[src/rtl/div_seq_pkg.sv]
// rtl/div_seq_pkg.sv - shared constants for the sequential divider
package div_seq_pkg;

  // Operand/result width; the datapath is built and tested for 32 bits.
  localparam int DIV_WIDTH = 32;

  // FSM encoding (2-bit, kept as plain constants for legacy tools).
  localparam logic [1:0] S_IDLE = 2'd0;
  localparam logic [1:0] S_CALC = 2'd1;
  localparam logic [1:0] S_FIX  = 2'd2;
  localparam logic [1:0] S_FIN  = 2'd3;

  // Quotient reported when the divisor is zero.
  localparam logic [DIV_WIDTH-1:0] DIV0_QUOT = '1;

  // Width of the iteration counter (must hold DIV_WIDTH-1).
  localparam int CNT_W = 6;

endpackage

[src/rtl/div_step.sv]
// rtl/div_step.sv - one combinational restoring shift-subtract iteration
module div_step
  import div_seq_pkg::*;
#(
  parameter int WIDTH = DIV_WIDTH
) (
  input  logic [WIDTH:0]   i_rem,
  input  logic [WIDTH-1:0] i_quo,
  input  logic [WIDTH-1:0] i_dvs,
  output logic [WIDTH:0]   o_rem,
  output logic [WIDTH-1:0] o_quo
);

  logic [WIDTH+1:0] w_shift;
  logic [WIDTH+1:0] w_diff;
  logic             w_fits;

  // Shift the next dividend bit into the partial remainder, trial-subtract,
  // and keep the difference only when it did not borrow.
  always_comb begin
    w_shift = {i_rem, i_quo[WIDTH-1]};
    w_diff  = w_shift - {2'b00, i_dvs};
    w_fits  = ~w_diff[WIDTH+1];
    o_rem   = w_fits ? w_diff[WIDTH:0] : w_shift[WIDTH:0];
    o_quo   = {i_quo[WIDTH-2:0], w_fits};
  end

endmodule

[src/rtl/div_seq.sv]
// rtl/div_seq.sv - multi-cycle signed/unsigned restoring divider
module div_seq
  import div_seq_pkg::*;
#(
  parameter int WIDTH = DIV_WIDTH
) (
  input  logic             CLK,
  input  logic             RST,
  input  logic             START,
  input  logic             SIGNED,
  input  logic [WIDTH-1:0] DIVIDEND,
  input  logic [WIDTH-1:0] DIVISOR,
  output logic             BUSY,
  output logic             DONE,
  output logic [WIDTH-1:0] QUOT,
  output logic [WIDTH-1:0] REM,
  output logic             DIV_BY_ZERO
);

  logic [1:0]       r_state;
  logic [CNT_W-1:0] r_count;
  logic             r_signed;
  logic             r_dvd_neg;
  logic             r_dvs_neg;
  logic [WIDTH:0]   r_prem;
  logic [WIDTH-1:0] r_pquo;
  logic [WIDTH-1:0] r_dvs;
  logic [WIDTH-1:0] r_quot;
  logic [WIDTH-1:0] r_rem;
  logic             r_dbz;

  logic [WIDTH-1:0] w_dvd_mag;
  logic [WIDTH-1:0] w_dvs_mag;
  logic [WIDTH:0]   w_prem_next;
  logic [WIDTH-1:0] w_pquo_next;
  logic [WIDTH-1:0] w_quo_fix;
  logic [WIDTH-1:0] w_rem_fix;
  logic             w_last_step;

  // The quotient register starts as the dividend magnitude and fills with
  // quotient bits from the right as the dividend bits shift out the top.
  div_step #(
    .WIDTH (WIDTH)
  ) u_step (
    .i_rem (r_prem),
    .i_quo (r_pquo),
    .i_dvs (r_dvs),
    .o_rem (w_prem_next),
    .o_quo (w_pquo_next)
  );

  // Operand magnitudes at accept time and sign correction of the result;
  // negating 0x80000000 wraps back to itself, which is the wanted magnitude.
  always_comb begin
    w_dvd_mag   = (SIGNED && DIVIDEND[WIDTH-1]) ? (~DIVIDEND + WIDTH'(1)) : DIVIDEND;
    w_dvs_mag   = (SIGNED && DIVISOR[WIDTH-1])  ? (~DIVISOR + WIDTH'(1))  : DIVISOR;
    w_quo_fix   = (r_signed && (r_dvd_neg ^ r_dvs_neg)) ? (~r_pquo + WIDTH'(1)) : r_pquo;
    w_rem_fix   = (r_signed && r_dvd_neg) ? (~r_prem[WIDTH-1:0] + WIDTH'(1))
                                          : r_prem[WIDTH-1:0];
    w_last_step = (r_count == CNT_W'(WIDTH - 1));
  end

  // Control FSM and datapath registers; results are only written on accept
  // (zero divisor) or in FIX, so they hold steady between operations.
  always_ff @(posedge CLK) begin
    if (RST) begin
      r_state   <= S_IDLE;
      r_count   <= '0;
      r_signed  <= 1'b0;
      r_dvd_neg <= 1'b0;
      r_dvs_neg <= 1'b0;
      r_prem    <= '0;
      r_pquo    <= '0;
      r_dvs     <= '0;
      r_quot    <= '0;
      r_rem     <= '0;
      r_dbz     <= 1'b0;
    end else begin
      case (r_state)
        S_IDLE: begin
          if (START) begin
            r_signed  <= SIGNED;
            r_dvd_neg <= DIVIDEND[WIDTH-1];
            r_dvs_neg <= DIVISOR[WIDTH-1];
            r_count   <= '0;
            r_prem    <= '0;
            if (DIVISOR == '0) begin
              r_quot  <= DIV0_QUOT;
              r_rem   <= DIVIDEND;
              r_dbz   <= 1'b1;
              r_state <= S_FIN;
            end else begin
              r_pquo  <= w_dvd_mag;
              r_dvs   <= w_dvs_mag;
              r_state <= S_CALC;
            end
          end
        end
        S_CALC: begin
          r_prem  <= w_prem_next;
          r_pquo  <= w_pquo_next;
          r_count <= r_count + CNT_W'(1);
          if (w_last_step) begin
            r_state <= S_FIX;
          end
        end
        S_FIX: begin
          r_quot  <= w_quo_fix;
          r_rem   <= w_rem_fix;
          r_dbz   <= 1'b0;
          r_state <= S_FIN;
        end
        S_FIN: begin
          r_state <= S_IDLE;
        end
        default: begin
          r_state <= S_IDLE;
        end
      endcase
    end
  end

  // Status and results are decoded from registered state only.
  always_comb begin
    BUSY        = (r_state == S_CALC) || (r_state == S_FIX);
    DONE        = (r_state == S_FIN);
    QUOT        = r_quot;
    REM         = r_rem;
    DIV_BY_ZERO = r_dbz;
  end

endmodule

[config.mk]
export PLATFORM = sky130hd
export DESIGN_NAME = div_seq
export DESIGN_NICKNAME = d
export VERILOG_FILES = /design/src/rtl/div_seq_pkg.sv /design/src/rtl/div_step.sv /design/src/rtl/div_seq.sv
export SDC_FILE = /design/constraint.sdc
export NUM_CORES = 1
export LEC_CHECK = 0
export BUFFER_PORTS_ARGS = -buffer_cell sky130_fd_sc_hd__buf_2
export CAP_MARGIN = 20
export CORE_MARGIN = 4
export CORE_UTILIZATION = 54
export CTS_CLUSTER_SIZE = 20
export DETAILED_ROUTE_END_ITERATION = 8
export PLACE_DENSITY = 0.89
export SETUP_SLACK_MARGIN = 0.05
export SLEW_MARGIN = 20
export SYNTH_ARGS = -nofsm -noshare
export SYNTH_HDL_FRONTEND = slang
export SYNTH_SLANG_ARGS = --single-unit
[constraint.sdc]
create_clock -name CLK -period 2.9 [get_ports CLK]
set_clock_uncertainty 0.2 [all_clocks]
set_input_delay 0.29 -clock CLK [delete_from_list [all_inputs] [get_ports CLK]]
set_output_delay 0.29 -clock CLK [all_outputs]
set_load 0.01 [all_outputs]
After elaboration in Yosys (flattened, before gate mapping)
Index checks and enable logic that the tools add are counted.

Output and inout bits: 67. ROM bits: 0. Bits in latches: 0. Word-level logic and storage cells: 72. Memories kept: 0. Register bits: 173. Bits in writable memories: 0. Bits of input ports: 68.

Reductions and logical operators: 15. Equal/unequal tests: 8. Divide/modulo/power cells: 0. Order comparisons: 0. Shift operators: 0. Multiplexer cells: 25. Add/subtract/negate cells: 6. Multiply operators: 0. Bitwise logic cells: 7.

Operator list (number): 32-bit 2-to-1 mux (10); 32-bit case mux with 2 select lines (3); 32-bit by 1-bit adder with 32-bit output (second input constant) (4); 32-bit inverter (4); 33-bit 2-to-1 mux (2); 33-bit case mux with 2 select lines (1); 34-bit by 32-bit subtractor with 34-bit output (1); 32-bit logical NOT (1); 6-bit case mux with 2 select lines (1); 3-bit AND reduction (3); 2-bit != test (second input constant) (4); 2-bit case mux with 4 select lines (1); 6-bit by 1-bit adder with 6-bit output (second input constant) (1); 6-bit by 5-bit equality test with 1-bit output (second input constant) (1); 2-bit 2-to-1 mux (3); 6-bit 2-to-1 mux (1); 2-bit AND reduction (3); 2-bit equality test (second input constant) (2); 1-bit logical AND (4); 2-bit nonzero test (2); 2-bit by 1-bit equality test with 1-bit output (second input constant) (1); 2-bit logical NOT (1); 1-bit 2-to-1 mux (2); 1-bit inverter (2); other kinds (3) (3).

Longest topological paths before layout
Gate-level depths: netlist of run 1.

Word-level depth: 6. Gate-level depth with buffers: 12. Mapped depth without buffers: 12.

Cells and area by module
A second synthesis of run 1 with hierarchy kept.

Cells, all modules: 1543. Area, all modules: 12024.0 µm².

By module, submodules not included: div_seq (cells each 1205, area each 9570.4 µm², sequential area each 3463.3 µm², instances 1); div_step (cells each 338, area each 2453.6 µm², sequential area each 0.0 µm², instances 1).

Least setup slack after synthesis of run 1
OpenSTA, ideal clock, no wires.

Kind: reg-to-reg. Start: register r_pquo[31]. End: register r_prem[28]. Data required time: 2.578 ns. Buffers on the path: 0. Clock period less this slack: 3.050 ns. Cell stages (with the launch flop): 13. Setup slack: -0.150 ns. Data arrival time: 2.728 ns. Cells stage by stage: dfxtp_1 inv_1 ha_1 inv_1 fa_1 a21o_1 a311o_1 nand3_1 a2111oi_0 o41ai_1 o21ai_0 xor2_1 a221o_1.

Longest elaborated chain between the ends: 3.

Ends and longest elaborated chain: from (decl) (line div_seq.sv:26) `logic [WIDTH-1:0] r_pquo;`; from (signal assigned) (line div_seq.sv:93) `r_pquo <= w_dvd_mag;`; from (signal assigned) (line div_seq.sv:101) `r_pquo <= w_pquo_next;`; 34-bit by 32-bit subtractor with 34-bit output (line div_step.sv:22) `w_diff = w_shift - {2'b00, i_dvs};`; 33-bit 2-to-1 mux (line div_step.sv:24) `o_rem = w_fits ? w_diff[WIDTH:0] : w_shift[WIDTH:0];`; 33-bit case mux with 2 select lines (line div_seq.sv:79) `case (r_state)`; to (signal assigned) (line div_seq.sv:100) `r_prem <= w_prem_next;`; to (decl) (line div_seq.sv:25) `logic [WIDTH:0] r_prem;`.

No other way between the ends. A chain may end at the register's enable or synchronous reset.

Final worst setup path of run 1
Start: register r_prem[19]. End: register r_prem[29].

Longest elaborated chain between the ends: 3.

Ends and longest elaborated chain (line): 34-bit by 32-bit subtractor with 34-bit output (div_step.sv:22); 33-bit 2-to-1 mux (div_step.sv:24); 33-bit case mux with 2 select lines (div_seq.sv:79).

No other way between the ends.

==> run metrics, run 1 <==
outcome complete, but fails checks; failing checks negative hold slack, negative setup slack; Die X 154.5 um; hold slack -0.003408 ns; reg2reg end r_prem[29]; number of global-route vias before repair 11700; WL/cell 19.23 um; total congestion overflow 0; met3 WL 3.924 mm; Max Clk Rate 333.1 MHz; Initial Utilization 54.98%; Logic pwr share 48.1%; sequential fraction of design power 29.3%; DRC 0; Area contributors post-synth dfxtp_1 (30%), nand2_1 (6.4%), xnor2_1 (6.4%); syn_nets 1653; internal power 6.170 mW; xor/xnor share of the synthesized area 10.80%; Worst setup EP type flop; CP arrival 3.15 ns; buffers added on ports 134; Post-Synth Simple-Gate Area 21.41%; via/cell ratio 6.269; data required time of the critical path 3.05 ns; path depth of the worst reg2reg path 9; post-DP HPWL 27.66 mm; Met2 Wirelength 18.56 mm; Worst-Skew Late Latency 0.46 ns; crit-path max FO 6; Cells after DPL 1995; Met1 Wirelength 14.96 mm; Net Sw Frac 43.29%; core area 21090 sq um; min Tclk post-route 3.002 ns; reg2reg setup slack -0.10 ns; async set-reset flop share out of synthesis 0%; syn avg cell area 7.514 sq um; max layer used met5; post-route setup slack -0.1024 ns; antenna viol nets, final 0; compound-gate portion of the synthesized area 25.01%; Worst R2R Start r_prem[19]; CTS clk-pin slew, worst paths 0.08 ns; commonest non-fill, non-tap cell in the layout nand2_1; layout cells sized above 1 23.59%; sequential area share after synthesis 29.87%; post-synthesis cell count 1543; Pwr Density 740.1 nW/um^2; Leak 5.843 nW; Die Ht 154.5 um; DR iter-0 viols 1434; type of origin of the critical path flop; clk buf depth 2; CTS tree done; die area 23880 sq um; Mapped Area 11590 sq um; Worst Hold Depth 4; TNS Setup -0.3097 ns; RSZ-0062 raised after global routing yes; worst hold path endpoint r_dvs[15]; Ys Warns 0; Final nets 1869; Clock Power Share 22.5%; post-synthesis cell type count 74; Setup crit start r_prem[19]; first-pass GRT wire length 58.97 mm; most frequent cells in the layout nand2_1 (198), nor2_1 (186), dfxtp_1 (168); Final Setup Violations 12; Sw Pwr 4.710 mW; largest net degree at the start of global routing 97; Hold Path Class in2reg; TritonCTS Buffers 17; largest family of logic cells by synthesized area compound AO/OA/AOI/OAI gates; initial antenna violation count 1; Root Driver clkbuf_16; n_diodes 0; EDFF count, synth 0; num rows 53; Cell Count, Final, Fillers Out 2047; period utilisation layout 103.5%; synthesis-to-layout area growth 26.81%; worst ir drop on vdd 404.2 uV; WL final 39.37 mm; via count 12830; boundary pin count 135; Multi-input gate area 7960 sq um; post-synthesis mux area share 2.590%; maxcap violations 0; Slew headroom 32.17%; post-synthesis register bit count 173; register area 3470 sq um; Hold Fails Final Rpt 1; critical path class reg2reg; worst hold start DIVISOR[15]; TritonCTS Sinks 173; drt pass-1 iters 6; Synth top area share 29.87%; Least-Margin Pin Slew 1.017 ns; Synth Area in Adders 4.597%; Final Max Tran Viols 0; Place WS -0.1896 ns; fill count 1521; Main synth FF type dfxtp_1; routability congestion estimate 0.9598; post-synth top area cell dfxtp_1; CTS H-Tree Depth 4; all-layer global routing usage 29.99%
-- worst max-delay path by stage --
stage	to	slack, ns	cells past startpoint
floorplan	r_prem[28]	0.05	12
global placement	r_prem[28]	-0.14	13
detailed placement	r_prem[28]	-0.19	13
CTS	r_prem[28]	0.009	13
global route	r_prem[3]	-0.13	12
finish	r_prem[29]	-0.10	9
-- cell usage after synthesis, types with 16 or more instances --
library cell  number
a211oi_1          56
a21oi_1          131
a311oi_1          33
and2_1            16
clkbuf_1          76
dfxtp_1          173
ha_1              41
inv_1             57
mux2i_1           30
nand2_1          199
nand2b_1          17
nand3_1           21
nor2_1           189
nor3_1            33
nor4_1            16
o211ai_1          19
o21ai_0           97
o31ai_1           18
xnor2_1           85
xor2_1            58
-- power groups by stage --
stage               clock network [mW]  registers [mW]  logic, mW
floorplan                            0            3.20       3.07
global placement                     0            3.19       4.54
detailed placement                   0            3.22       4.68
CTS                               2.44            3.17       4.85
global route                      2.54            3.23       5.68
finish                            2.45            3.19       5.24
-- repair_timing --
action | CTS | global route
gates cloned | 0 | 4
endpoints found under the hold margin | 9 | 0
pin swaps | 8 | 19
hold buffers | 9 | 0
gates resized for setup | 35 | 79
endpoints found under the setup margin | 35 | 48
setup buffers | 1 | 7
-- routing by layer --
layer	vias up	GRT usage (%)
met5	-	0
met4	2	13.75
met3	178	5.820
met2	780	51.02
met1	5959	36.67
li1	5914	-
-- logic make-up (layout without fill, tap and decap cells) --
logic type	count (synthesis)	count (layout)
adder cells (fa/ha/maj)	42	42
XOR/XNOR	143	143
multiplexers	30	30
AND/OR/NAND/NOR	549	549
flip-flops	173	173
AO/OA/AOI/OAI	447	447
buffers and inverters	159	388
-- registers in the layout (all words and copies together) (netlist names) --
| name | count |
|---|---|
| r_dvs_neg | 1 |
| r_signed | 1 |
| r_dvd_neg | 1 |
| QUOT | 32 |
| r_dvs | 32 |
| r_count | 6 |
| r_state | 2 |
| r_prem | 33 |
| DIV_BY_ZERO | 1 |
| REM | 32 |
| r_pquo | 32 |
-- worst max-delay path, stage by stage, from the launching register on --
cell	delay, ns
dfxtp_1	0.38
ha_2	0.39
nand2_1	0.09
o21ai_2	0.19
nor4_2	0.06
o31ai_2	0.37
nor2_1	0.16
o31ai_1	0.52
mux2i_1	0.19
a221o_1	0.33
-- final cells by class --
type / count / area share, %
Sequential cell: 173 / 23.60
Inverter: 57 / 1.455
Tap cell: 275 / 2.340
Clock buffer: 17 / 2.894
Clock inverter: 15 / 1.421
Multi-Input combinational cell: 1211 / 54.14
Timing Repair Buffer: 299 / 14.14
-- per-stage QoR --
stage	hold slack [ns]	area [sq um]	util [%]	total power, mW
floorplan	0.2260	11600	-	6.273
global placement	0.2378	13350	63.31	7.733
detailed placement	0.2459	13350	63.31	7.895
CTS	0.004502	14270	67.65	10.46
global route	0.01539	14700	69.72	11.45
finish	-0.003408	14700	69.72	10.88
Note: power is estimated with default switching activity, not from simulation.
==> run 2: changes to the inputs <==
ABC_AREA = 1   (was default)
CORE_UTILIZATION = 55   (was 54)
==> run metrics, run 2 <==
CP max-delay cell ha_1; worst ir drop on vdd 421.6 uV; Final Setup Violations 0; Final Max Tran Viols 0; CTS tree done; Mapped Area 13510 sq um; via/cell ratio 5.671; post-synth top area cell dfxtp_1; routability congestion estimate 1.012; most frequent cells in the layout nand2_1 (563), inv_1 (300), nand3_1 (233); first-pass GRT wire length 71.46 mm; CTS H-Tree Depth 4; antenna viol nets, final 0; period utilisation layout 94.50%; n_diodes 0; fill count 2335; Synth top area share 25.64%; Multi-input gate area 8458 sq um; Die Ht 164.7 um; DR iter-0 viols 1738; Pwr Density 543.9 nW/um^2; drt pass-1 iters 6; top-count cell post-synth nand2_1; fin area 15250 sq um; Area after DPL 14410 sq um; sequential area share after synthesis 25.64%; num rows 57; post-synthesis mux area share 0%; layout cells sized above 1 10.78%; async set-reset flop share out of synthesis 0%; Slew headroom 36.54%; Area contributors post-synth dfxtp_1 (26%), nand2_1 (16%), nand3_1 (8.6%); post-synthesis cell type count 50; Worst-Skew Late Latency 0.44 ns; WL/cell 16.95 um; post-CTS setup buffers 0; die area 27130 sq um; TNS Setup 0 ns; Ys Warns 0; Die X 164.7 um; data required time of the critical path 3.04 ns; Cells after DPL 2642; TritonCTS Buffers 17; commonest non-fill, non-tap cell in the layout nand2_1; Place WS 0.1189 ns; RSZ-0062 raised after global routing yes; syn_nets 2352; EDFF count, synth 0; Least-Margin Pin Slew 0.9519 ns; largest family of logic cells by synthesized area simple AND/OR/NAND/NOR gates; Worst setup EP type flop; Post-Synth Simple-Gate Area 36.53%; Hold Path Class in2reg; Main synth FF type dfxtp_1; hold slack 0.01378 ns; compound-gate portion of the synthesized area 16.06%; post-DP HPWL 35.49 mm; Most flops, register r_prem; all-layer global routing usage 32.94%; synthesis-to-layout area growth 12.90%; critical path class reg2reg; reg2reg setup slack 0.16 ns; WL final 45.59 mm; TritonCTS Sinks 173; crit-path max FO 27; post-synthesis cell count 2242; Final nets 2463; Max stage delay on crit path 0.32 ns; Hold Fails Final Rpt 0; CTS clk-pin slew, worst paths 0.08 ns; Synth top cells by count nand2_1 (563), inv_1 (301), nand3_1 (233); DRC 0; type of origin of the critical path flop; post-synthesis register bit count 173; number of global-route vias before repair 13870; outcome finished, final reports clean; buffers added on ports 134; core area 24250 sq um; min Tclk post-route 2.741 ns; post-route setup slack 0.1595 ns; Max Clk Rate 364.9 MHz; Initial Utilization 55.70%; Overall Power 8.294 mW; Cell Count, Final, Fillers Out 2690; CP arrival 2.88 ns; xor/xnor share of the synthesized area 5.642%; via count 15250; largest net degree at the start of global routing 78; register area 3468 sq um; max reg flops 33; syn avg cell area 6.024 sq um; initial antenna violation count 0; total congestion overflow 0; boundary pin count 135; maxcap violations 0; clk buf depth 2; Util after Layout 62.88%; Top cell by count, worst path nand2_1; Root Driver clkbuf_16; Synth Area in Adders 3.947%; CP Cell Sequence inv_1 -> ha_1 -> nand2_1 -> nand2_1 -> nand2_1 -> nand2_1 -> inv_1 -> nand3_2 -> nand2_2 -> nand2_2 -> nand2_2 -> nand3_4 -> buf_12 -> nand3_1 -> nand3_1 -> a21oi_1; Leak 7.409 nW
run 2: final cells by class:
class	count	area share, %
Timing Repair Buffer	184	7.451
Sequential cell	173	22.75
Clock buffer	18	2.880
Multi-Input combinational cell	1667	55.47
Inverter	310	7.640
Tap cell	324	2.659
Clock inverter	14	1.149
run 2: path summary, 6_finish.rpt:
check / start / endpoint / depth (start not counted)
min: DIVISOR[12] / r_dvs[12] / 3
max reg2reg: r_dvs[6] / r_prem[25] / 16
min reg2reg: REM[12] / REM[12] / 2
max: r_dvs[6] / r_prem[25] / 16
run 2: cell families after synthesis:
logic type | count (synthesis)
AND/OR/NAND/NOR | 1138
buffers and inverters | 402
AO/OA/AOI/OAI | 400
flip-flops | 173
XOR/XNOR | 87
adder cells (fa/ha/maj) | 42
run 2: what timing repair did:
item,CTS,global route
endpoints found under the setup margin,0,36
hold endpoints to repair,16,0
hold buffers,16,0
gates resized for setup,0,15
run 2: where the power goes:
group          total (mW)  switching, mW  internal, mW  leakage (nW)
Clock                2.42           1.15          1.26         0.297
Sequential           2.80          0.209          2.59          1.41
Combinational        3.08           2.10         0.976          5.70
Total                8.29           3.47          4.83          7.41
run 2: worst max-delay path, delay by kind of cell, from the launching register on:
kind	cells	cell delay (ns)
buf+inv	3	0.47
simple gates	11	1.13
flops	1	0.31
fa+ha+maj	1	0.32
compound gates	1	0.21
run 2: metal layers:
layer  GRT usage (%)  wire length (um)
met1           43.76             19410
met2           54.38             20730
met3           3.045              3420
met4           14.86              2029
met5               0                 0
==> run 3: changes to the inputs <==
CELL_PAD_IN_SITES_DETAIL_PLACEMENT = 0   (was default)
CELL_PAD_IN_SITES_GLOBAL_PLACEMENT = 2   (was default)
CORE_UTILIZATION = 35   (was 55)
PLACE_DENSITY = 0.95   (was 0.89)
clock period = 3.25 ns   (was 2.9 ns; I/O delays follow)
==> run metrics, run 3 (synthesized netlist as in run 2, its figures left out) <==
Hold Fails Final Rpt 0; routability congestion estimate 0.9075; commonest non-fill, non-tap cell in the layout nand2_1; RSZ-0062 raised after global routing no; outcome finished, final reports clean; Initial Utilization 35.69%; Pwr Density 469.7 nW/um^2; fill count 4265; Worst R2R Start r_pquo[31]; Sw Pwr 2.982 mW; boundary pin count 135; DR iter-0 viols 1021; worst ir drop on vdd 342.1 uV; Max Clk Rate 352.1 MHz; sequential fraction of design power 34.8%; layout cells sized above 1 10.10%; data required time of the critical path 3.34 ns; TritonCTS Buffers 17; first-pass GRT wire length 74.89 mm; number of global-route vias before repair 13820; via count 14640; path depth of the worst reg2reg path 14; Logic pwr share 37.7%; drt pass-1 iters 5; Final Max Tran Viols 0; WL/cell 16.81 um; clk buf depth 2; post-CTS resize count 0; WL final 48.20 mm; via/cell ratio 5.107; all-layer global routing usage 22.52%; Worst Hold Depth 3; CP arrival 2.93 ns; period utilisation layout 87.39%; TNS Setup 0 ns; TritonCTS Sinks 173; initial antenna violation count 0; Net Sw Frac 41.61%; Worst-Skew Late Latency 0.45 ns; core area 37840 sq um; Cell Count, Final, Fillers Out 2867; largest net degree at the start of global routing 77; post-DP HPWL 38.50 mm; CTS tree done; Hold Path Class in2reg; reg2reg setup slack 0.46 ns; die area 41790 sq um; CTS clk-pin slew, worst paths 0.08 ns; most frequent cells in the layout nand2_1 (563), inv_1 (300), nand3_1 (233); synthesis-to-layout area growth 12.97%; critical path class in2reg; DRC 0; reg2reg end r_prem[16]; Cells after DPL 2823; maxcap violations 0; CTS H-Tree Depth 4; Worst setup EP type flop; antenna viol nets, final 0; Root Driver clkbuf_16; num rows 71; Die Ht 204.4 um; Most flops, register r_prem; max reg flops 33; n_diodes 0; Least-Margin Pin Slew 0.9760 ns; min Tclk post-route 2.840 ns; buffers added on ports 134; Die X 204.4 um; Final nets 2454; worst hold path endpoint r_dvs[21]; Clock Power Share 27.5%; type of origin of the critical path input port; Leak 7.336 nW; internal power 4.184 mW; worst hold start DIVISOR[21]; Final Setup Violations 0; Slew headroom 34.93%; total congestion overflow 0; crit-path max FO 37
[run 3: changes by cell type in the layout (fill, tap and decap cells not counted), moves of 4 or more]
cell / delta
inv_8: -4
dfxtp_2: -4
dfxtp_1: +4
buf_4: -5
[run 3: stage by stage]
| stage | util [%] | cell area (sq um) | hold WS (ns) | worst slack, ns | power, mW |
|---|---|---|---|---|---|
| finish | 40.32 | 15260 | 0.03018 | 0.4098 | 7.166 |
| detailed placement | 38.55 | 14590 | 0.2560 | 0.4502 | 5.213 |
| global placement | 38.55 | 14590 | 0.2506 | 0.5461 | 5.193 |
| CTS | 40.32 | 15260 | 0.001134 | 0.4316 | 7.207 |
| global route | 40.32 | 15260 | 0.02046 | 0.1416 | 7.658 |
| floorplan | - | 13510 | 0.2302 | 1.072 | 4.432 |
[run 3: worst max-delay path by stage]
stage	startpoint	end	slack (ns)	depth (start not counted)
after floorplan	r_pquo[31]	r_prem[32]	1.07	17
after global placement	r_prem[19]	r_prem[26]	0.55	13
after detailed placement	r_prem[19]	r_prem[26]	0.45	13
after CTS	DIVISOR[0]	r_pquo[20]	0.43	18
after global routing	DIVISOR[0]	r_pquo[20]	0.14	18
final	DIVISOR[0]	r_pquo[20]	0.41	18
[run 3: what timing repair did]
| action | 4_1_cts | 5_1_grt |
|---|---|---|
| hold endpoints to repair | 13 | 0 |
| hold buffers | 13 | 0 |
| setup buffers | 0 | 0 |
[run 3: area by class of cell]
type	count	area (sq um)	share of cell area, %
multi-input combinational	1667	8403	55.08
sequential	173	3463	22.70
inverter	310	1165	7.635
timing repair buffer	175	1049	6.872
tap	511	639.4	4.191
clock buffer	21	460.4	3.018
clock inverter	10	77.57	0.5084
[run 3: power by group through the flow]
stage	Sequential, mW	Clock [mW]	Combinational, mW
after floorplan	2.48	0	1.95
after global placement	2.54	0	2.66
after detailed placement	2.54	0	2.68
after CTS	2.49	2.02	2.70
after global routing	2.52	2.09	3.05
final	2.49	1.97	2.70
[run 3: routing by layer]
metal | track usage, % | wire length, um
met5 | 0 | 0
met4 | 6.174 | 1160
met3 | 2.904 | 2479
met2 | 36.35 | 21480
met1 | 31.73 | 23080
[run 3: worst max-delay path: stages]
cell           delay (ns)
dlygate4sd3_1        0.53
buf_2                0.12
inv_1                0.10
ha_1                 0.21
inv_1                0.10
nor3_4               0.15
inv_2                0.07
nor2_4               0.13
nand2_2              0.08
nor2_4               0.11
inv_2                0.05
nand3_4              0.16
inv_2                0.09
nor2_4               0.10
buf_4                0.35
a21oi_1              0.07
o21ai_0              0.10
a21oi_1              0.08
